**src/rtl/crypt_pkg.sv**
```systemverilog
// Shared constants and slot metadata for the DES iteration controller.
// The slot record travels round the metadata ring in lock-step with its data.
package crypt_pkg;

  localparam int PIPE_LAT   = 16;
  localparam int ITERS      = 25;
  localparam int CNT_W      = 5;
  localparam int KEY_W      = 68;
  localparam int BLK_W      = 32;
  localparam int SLOT_TAG_W = 16;

  typedef struct packed {
    logic                  valid;
    logic [CNT_W-1:0]      count;
    logic [SLOT_TAG_W-1:0] tag;
  } slot_t;

endpackage

```
**src/rtl/crypt_slot_ring.sv**
```systemverilog
// Metadata shift register, one entry per loop slot. The oldest entry ("ret")
// describes the pipeline outputs in the current cycle.
module crypt_slot_ring
  import crypt_pkg::*;
#(
  parameter int DEPTH = PIPE_LAT + 1
) (
  input  logic  CLK,
  input  logic  RST,
  input  slot_t slot_in,
  output slot_t slot_ret
);

  slot_t ring_q [DEPTH];
  slot_t ring_d [DEPTH];

  always_comb begin
    ring_d[0] = slot_in;
    for (int i = 1; i < DEPTH; i++) begin
      ring_d[i] = ring_q[i-1];
    end
  end

  // NOTE: this array is cleared on reset because its valid bits decide whether
  // stale pipeline data is ever reported; data-only storage would not need it.
  always_ff @(posedge CLK) begin
    if (RST) begin
      for (int i = 0; i < DEPTH; i++) begin
        ring_q[i] <= '0;
      end
    end else begin
      ring_q <= ring_d;
    end
  end

  assign slot_ret = ring_q[DEPTH-1];

endmodule

```
**src/rtl/crypt_iter_ctrl.sv**
```systemverilog
// Drives the 16-stage salted DES pipeline: injects candidates into free loop
// slots, recirculates each for ITERS passes, then reports the final L/R with its tag.
module crypt_iter_ctrl
  import crypt_pkg::slot_t, crypt_pkg::CNT_W, crypt_pkg::KEY_W,
         crypt_pkg::BLK_W, crypt_pkg::SLOT_TAG_W;
#(
  parameter int PIPE_LAT = crypt_pkg::PIPE_LAT,
  parameter int ITERS    = crypt_pkg::ITERS,
  parameter int TAG_W    = crypt_pkg::SLOT_TAG_W
) (
  input  logic             CLK,
  input  logic             RST,
  input  logic             in_valid,
  output logic             in_ready,
  input  logic [KEY_W-1:0] in_key,
  input  logic [TAG_W-1:0] in_tag,
  output logic [BLK_W-1:0] p_L,
  output logic [BLK_W-1:0] p_R,
  output logic [KEY_W-1:0] p_K,
  input  logic [BLK_W-1:0] p_L_ret,
  input  logic [BLK_W-1:0] p_R_ret,
  input  logic [KEY_W-1:0] p_K_ret,
  output logic             out_valid,
  output logic [BLK_W-1:0] out_L,
  output logic [BLK_W-1:0] out_R,
  output logic [TAG_W-1:0] out_tag
);

  // The input register closes the loop, so one lap is the pipeline plus one.
  localparam int DEPTH = PIPE_LAT + 1;

  slot_t slot_ret;
  slot_t slot_in;
  logic  finish;
  logic  recirc;

  logic [BLK_W-1:0] p_L_q,     p_L_d;
  logic [BLK_W-1:0] p_R_q,     p_R_d;
  logic [KEY_W-1:0] p_K_q,     p_K_d;
  logic             out_valid_q, out_valid_d;
  logic [BLK_W-1:0] out_L_q,   out_L_d;
  logic [BLK_W-1:0] out_R_q,   out_R_d;
  logic [TAG_W-1:0] out_tag_q, out_tag_d;

  crypt_slot_ring #(
    .DEPTH (DEPTH)
  ) u_ring (
    .CLK      (CLK),
    .RST      (RST),
    .slot_in  (slot_in),
    .slot_ret (slot_ret)
  );

  // A finishing slot is free on the same edge, so only recirculation blocks input.
  always_comb begin
    finish   = slot_ret.valid && (slot_ret.count == CNT_W'(ITERS - 1));
    recirc   = slot_ret.valid && !finish;
    in_ready = !recirc;
  end

  always_comb begin
    // NOTE: each signal written here gets a default first, so no branch can
    // leave one unassigned and infer a latch.
    slot_in     = '0;
    p_L_d       = p_L_q;
    p_R_d       = p_R_q;
    p_K_d       = p_K_q;
    out_valid_d = finish;
    out_L_d     = out_L_q;
    out_R_d     = out_R_q;
    out_tag_d   = out_tag_q;

    if (finish) begin
      out_L_d   = p_L_ret;
      out_R_d   = p_R_ret;
      out_tag_d = TAG_W'(slot_ret.tag);
    end

    if (recirc) begin
      slot_in.valid = 1'b1;
      slot_in.count = slot_ret.count + CNT_W'(1);
      slot_in.tag   = slot_ret.tag;
      p_L_d         = p_L_ret;
      p_R_d         = p_R_ret;
      p_K_d         = p_K_ret;
    end else if (in_valid) begin
      slot_in.valid = 1'b1;
      slot_in.count = '0;
      slot_in.tag   = SLOT_TAG_W'(in_tag);
      p_L_d         = '0;
      p_R_d         = '0;
      p_K_d         = in_key;
    end
    // A bubble leaves p_* holding their old value; the slot is marked empty.
  end

  // NOTE: state is updated with non-blocking assignments so every flop samples
  // the pre-edge value of every other flop, independent of statement order.
  always_ff @(posedge CLK) begin
    if (RST) begin
      p_L_q       <= '0;
      p_R_q       <= '0;
      p_K_q       <= '0;
      out_valid_q <= 1'b0;
      out_L_q     <= '0;
      out_R_q     <= '0;
      out_tag_q   <= '0;
    end else begin
      p_L_q       <= p_L_d;
      p_R_q       <= p_R_d;
      p_K_q       <= p_K_d;
      out_valid_q <= out_valid_d;
      out_L_q     <= out_L_d;
      out_R_q     <= out_R_d;
      out_tag_q   <= out_tag_d;
    end
  end

  assign p_L       = p_L_q;
  assign p_R       = p_R_q;
  assign p_K       = p_K_q;
  assign out_valid = out_valid_q;
  assign out_L     = out_L_q;
  assign out_R     = out_R_q;
  assign out_tag   = out_tag_q;

endmodule

```
**config.mk**
```make
export PLATFORM = sky130hd
export DESIGN_NAME = crypt_iter_ctrl
export DESIGN_NICKNAME = d
export VERILOG_FILES = /design/src/rtl/crypt_pkg.sv /design/src/rtl/crypt_slot_ring.sv /design/src/rtl/crypt_iter_ctrl.sv
export SDC_FILE = /design/constraint.sdc
export NUM_CORES = 1
export LEC_CHECK = 0
export CAP_MARGIN = 40
export CORE_MARGIN = 2
export CORE_UTILIZATION = 49
export DETAILED_ROUTE_END_ITERATION = 7
export MAX_ROUTING_LAYER = met4
export PLACE_DENSITY = 0.78
export REMOVE_ABC_BUFFERS = 1
export SETUP_SLACK_MARGIN = 0.2
export SLEW_MARGIN = 20
export SYNTH_ARGS = -nofsm -noshare
export SYNTH_HDL_FRONTEND = slang
export SYNTH_SLANG_ARGS = --single-unit
```
**constraint.sdc**
```tcl
create_clock -name CLK -period 2.1 [get_ports CLK]
set_input_delay 0.42 -clock CLK [delete_from_list [all_inputs] [get_ports CLK]]
set_output_delay 0.42 -clock CLK [all_outputs]
set_load 0.01 [all_outputs]
```
[Yosys cells after proc, flatten, opt, wreduce, memory -nomap -nowiden]
Index checks and enable logic that the tools add are counted.
Operators by class
  $add $sub $neg: 1
  reductions and logical operators: 5
  eq/ne operators: 1
  mux-type cells: 7
Operator list (count)
  $mux 68: 2
  $mux 32: 3
  $mux 22: 2
  $add 5x1->5 const B: 1
  $eq 5x5->1 const B: 1
  $logic_and 1x1->1: 2
  $logic_not 1->1: 2
  $reduce_bool 2->1: 1
Word-level totals
  word-level logic and storage cells: 72
  output and inout port bits: 214
  register bits: 587

[Longest topological paths before layout]
  word-level depth: 5
  depth in mapped cells: 8

[Cells and area by module]
A second synthesis with hierarchy kept.
Second synthesis, totals
  cells, all modules: 1833
  area, all modules: 19433.6 µm²
By module, submodules not included
  crypt_slot_ring: area an instance 10024.6 µm², sequential area each 7487.2 µm², cells each 789, times used 1
  crypt_iter_ctrl: area an instance 9409.0 µm², sequential area each 4264.1 µm², cells each 1044, times used 1

[Worst setup path after synthesis]
Ideal clock, no wire load.
  kind: reg-to-output
  from: register u_ring.ring_q (netlist bit u_ring.slot_ret[16])
  to: output port in_ready
  required time: 1680 ps
  buffers on the path: 3
  data arrival time: 1159 ps
  stages on the path, launching flop included: 8
  slack: 521 ps
  cell sequence: dfxtp_1 > inv_1 > ha_1 > nand4b_1 > buf_4 > nand2_2 > buf_6 > buf_2
On the way
  cells in the longest elaborated chain, start to end: 5
Ends and longest elaborated chain
  from (decl): line crypt_slot_ring.sv:14  | slot_t ring_q [DEPTH];
  from (signal assigned): line crypt_slot_ring.sv:32  | ring_q <= ring_d;
  $eq 5x5->1: line crypt_iter_ctrl.sv:56  | finish = slot_ret.valid && (slot_ret.count == CNT_W'(ITERS - 1));
  $logic_and 1x1->1: line crypt_iter_ctrl.sv:56
  $logic_not 1->1: line crypt_iter_ctrl.sv:57  | recirc = slot_ret.valid && !finish;
  $logic_and 1x1->1: line crypt_iter_ctrl.sv:57
  $logic_not 1->1: line crypt_iter_ctrl.sv:58  | in_ready = !recirc;
  to (decl): line crypt_iter_ctrl.sv:14  | output logic in_ready,
No other way between the ends.

[Worst setup path after layout]
  from: register u_ring.ring_q (netlist bit u_ring.slot_ret[17])
  to: output port in_ready
The elaborated chain is that of the path after synthesis.

==> summary.md <==
| Metric | Value |
|---|---|
| Share of async-settable or async-resettable flops after synthesis | `0%` |
| # clock sinks | `587` |
| Routed wirelength normalized by instance count | `18.45 µm` |
| Dpl ws | `0.08214 ns` |
| Clock tree from TritonCTS | `yes` |
| Post-synth top flop | `sky130_fd_sc_hd__dfxtp_1` |
| Count of yosys warnings during synthesis | `0` |
| Data arrival, critical path | `1.65 ns` |
| Nets@finish | `2345` |
| Crit path cell chain | `inv_2, ha_4, nand4b_1, nand2_8, buf_6` |
| Largest stage delay on the critical path | `0.32 ns` |
| Slew Limit Fails | `0` |
| Pin count of the biggest net entering global routing | `82` |
| Die width | `205.1 µm` |
| Initial antenna violation count | `3` |
| Core region area | `39820 µm²` |
| Sequential fraction of the synthesis area | `59.27%` |
| Final setup violating endpoints | `0` |
| Final hold viol count | `0` |
| Die ar. | `42080 µm²` |
| Maximum fanout along the worst path | `2` |
| Launching element of the worst setup path | `u_ring.slot_ret[17]` |
| Crit path time final | `2.066 ns` |
| Root buffer cell | `sky130_fd_sc_hd__clkbuf_16` |
| Initial cell density of the core | `49.78%` |
| Count of state elements after synthesis | `587` |
| Post-route ant nets | `0` |
| 1st-iter DRT viols | `650` |
| Detailed-router iteration count before antenna repair | `5` |
| Cell type group with the largest total delay on the critical path | `simple AND/OR/NAND/NOR gates` |
| Routed vias | `13966` |
| Status | `finished clean` |
| Launch point of the worst hold path | `RST` |
| Number of buffers and inverters on the critical path | `2` |
| Deepest level of the CTS H-tree | `2` |
| Static leakage | `11.72 nW` |
| Transition at the pin with the smallest max-transition slack | `0.5894 ns` |
| Most common cell after layout, fill and taps aside | `sky130_fd_sc_hd__dfxtp_1` |
| Total Routing Usage GR | `23.61%` |
| Critical-path cell with the highest stage delay | `sky130_fd_sc_hd__dfxtp_2` |
| Number of cells in the design after placement | `2583` |
| Slack of the worst reg-to-reg path | `0.29 ns` |
| Count of non-filler cells in the finished layout | `2693` |
| Cell area after synthesis | `19830 µm²` |
| # Max-Cap Violations | `0` |
| Clk Latency, worst-skew pair | `0.59 ns` |
| Number of cell instances on the worst register-to-register path | `8` |
| Input/output buffers | `432` |
| Capturing element of the worst setup path | `in_ready` |
| Power Dens Cells | `863.3 nW/µm²` |
| CTS buffer count | `56` |
| Share of final-layout standard cells stronger than drive strength 1 | `13.53%` |
| Average instance area after synthesis | `11.45 µm²` |
| Number of top-level design ports | `433` |
| Clock-pin slew on the worst setup and hold paths | `0.06 ns` |
| Number of global-route vias before repair | `14043` |
| Number of distinct library cell variants in the gate-level netlist after synthesis | `28` |
| Filler Cell Count | `3109` |
| Share of the cycle needed by the critical path after routing | `98.36%` |
| CP Class | `flop to output pin` |
| Unrepaired setup endpoints after global routing | `true` |
| Post-synth EDFFs | `0` |
| Die boundary height | `205.1 µm` |
| Max Freq | `484.1 MHz` |
| Startpoint types | `flop` |
| Hold/Removal Path Class | `primary input to flop` |
| Setup ws final | `0.03441 ns` |
| Synth-to-Final Area Change | `34.48%` |
| Critical register-to-register path endpoint | `out_L[19]` |
| Logic depth of the worst path, buffers included | `5` |
| GR Overflow Total | `0` |
| Startpoint of the worst register-to-register path | `u_ring.slot_ret[17]` |
| Worst endpoint required time | `1.68 ns` |
| Wire length of the first global-routing pass | `76.74 mm` |
| Post-DP HPWL | `31.50 mm` |
| Remaining routing DRC violations | `0` |
| Final weighted congestion of routability-driven global placement | `0.8841` |
| Post-Syn Instances | `1732` |
| Maximum clock skew at final layout | `0.01569 ns` |
| Buffer levels on the longest clock path | `3` |
| Final wirelength | `49.67 mm` |
| Critical path endpoint category | `output pin` |
| IR Drop Worst-Case VDD | `0.0005940 V` |
| Drt via density | `5.186` |
| Highest-count cells in the layout ignoring fill and taps | `sky130_fd_sc_hd__dfxtp_1 (585), sky130_fd_sc_hd__nor2b_1 (352), sky130_fd_sc_hd__clkdlybuf4s50_1 (217), sky130_fd_sc_hd__dlygate4sd2_1 (195), sky130_fd_sc_hd__nor3_1 (176)` |
| Slew headroom | `60.71%` |
| Count of standard-cell rows | `73` |
metal layers:
metal	vias to the layer above	wire, µm	track usage (%)
met5	-	0	-
met4	0	1802	10.46
met3	110	2926	4.709
met2	385	23410	38.22
met1	6698	21530	28.57
li1	6773	-	-
cell type report:
cell class / instances / area [µm²] / share of cell area (%)
sequential: 587 / 11750 / 44.08
multi-input combinational: 974 / 7306 / 27.40
timing repair buffer: 500 / 4959 / 18.60
clock buffer: 77 / 1623 / 6.087
tap: 525 / 656.9 / 2.464
clock inverter: 22 / 325.3 / 1.220
inverter: 5 / 31.28 / 0.1173
antenna: 3 / 7.507 / 0.02816
worst min path at each step:
| stage | end | slack [ns] | depth (start not counted) |
|---|---|---|---|
| 2_1_floorplan | u_ring.ring_d[0] | 0.41 | 1 |
| 3_5_place_dp | u_ring.ring_d[84] | 0.42 | 1 |
| 4_1_cts | u_ring.ring_d[315] | 0.15 | 2 |
| 5_1_grt | u_ring.ring_d[293] | 0.17 | 2 |
| 6_report | u_ring.ring_d[315] | 0.19 | 2 |
| 3_3_place_gp | u_ring.ring_d[144] | 0.42 | 1 |
power by group:
part           switching [mW]  total, mW  internal, mW  leakage (nW)
sequential             0.0494       11.3          11.2          4.75
clock                    4.14       10.5          6.36         0.968
combinational           0.542       1.22         0.677          6.00
total                    4.73       23.0          18.3          11.7
worst register-to-register path: cells and delay by family, from the launching register on:
family / cells / cell delay, ns
flops: 1 / 0.32
fa+ha+maj: 1 / 0.14
simple gates: 2 / 0.53
buf+inv: 4 / 0.64
compound gates: 1 / 0.12
cell usage after synthesis (2+ instances only):
library cell               instances  area, µm²
sky130_fd_sc_hd__a211oi_1          3      22.52
sky130_fd_sc_hd__a211oi_2         65      813.3
sky130_fd_sc_hd__a31o_1           80      700.7
sky130_fd_sc_hd__a41o_1           80      800.8
sky130_fd_sc_hd__buf_1             3      11.26
sky130_fd_sc_hd__buf_2            42      210.2
sky130_fd_sc_hd__buf_4            15      112.6
sky130_fd_sc_hd__buf_6            10      112.6
sky130_fd_sc_hd__clkbuf_1         96      360.4
sky130_fd_sc_hd__dfxtp_1         587      11750
sky130_fd_sc_hd__ha_1              2      25.02
sky130_fd_sc_hd__inv_1             3      11.26
sky130_fd_sc_hd__inv_2             2      7.510
sky130_fd_sc_hd__mux2i_1          68      680.7
sky130_fd_sc_hd__nand2b_1         80      500.5
sky130_fd_sc_hd__nand3_1           2      10.01
sky130_fd_sc_hd__nor2b_1         352       2202
sky130_fd_sc_hd__nor3_1          180      900.9
sky130_fd_sc_hd__nor3_2           52      520.5
sky130_fd_sc_hd__xor2_1            2      17.52
sequential cells by signal (all words and copies together), names as in the netlist:
name             flops
p_R                 32
u_ring.slot_ret     22
u_ring.ring_d      352
out_L               32
out_tag             16
p_L                 32
out_R               32
out_valid            1
p_K                 68
metrics by stage:
step	instance area [µm²]	power, mW	utilization [%]	TNS, ns	hold WS [ns]
finish	26660	23.02	66.95	0	0.1856
global route	26660	23.81	66.95	-0.04754	0.1731
CTS	26480	23.25	66.49	0	0.1453
detailed placement	24700	12.81	62.03	0	0.4204
global placement	24700	12.79	62.03	0	0.4159
floorplan	19020	11.89	-	-906.13	0.4138
cells by family (layout without fill, tap and decap cells):
group                      Yosys count  count (layout)  share of synthesized area (%)
adders and majority gates            2               2                         0.1262
muxes                               68              68                          3.433
DFF                                587             587                          59.27
buffers and inverters              171             604                          4.165
xor gates and xnor gates             3               3                         0.1326
other                                0               3                              0
and+or+nand+nor                    672             672                          21.05
AOI/OAI and AO/OA                  229             229                          11.81
what timing repair did:
action                                 4_1_cts  5_1_grt
endpoints found under the hold margin        0        0
cloned                                       1        3
resized for setup                          206       33
setup endpoints to repair                  278      164
setup buffers                                3        1
pin swaps                                    1        2
hold buffers                                 0        0
Note: power is estimated with default switching activity, not from simulation.
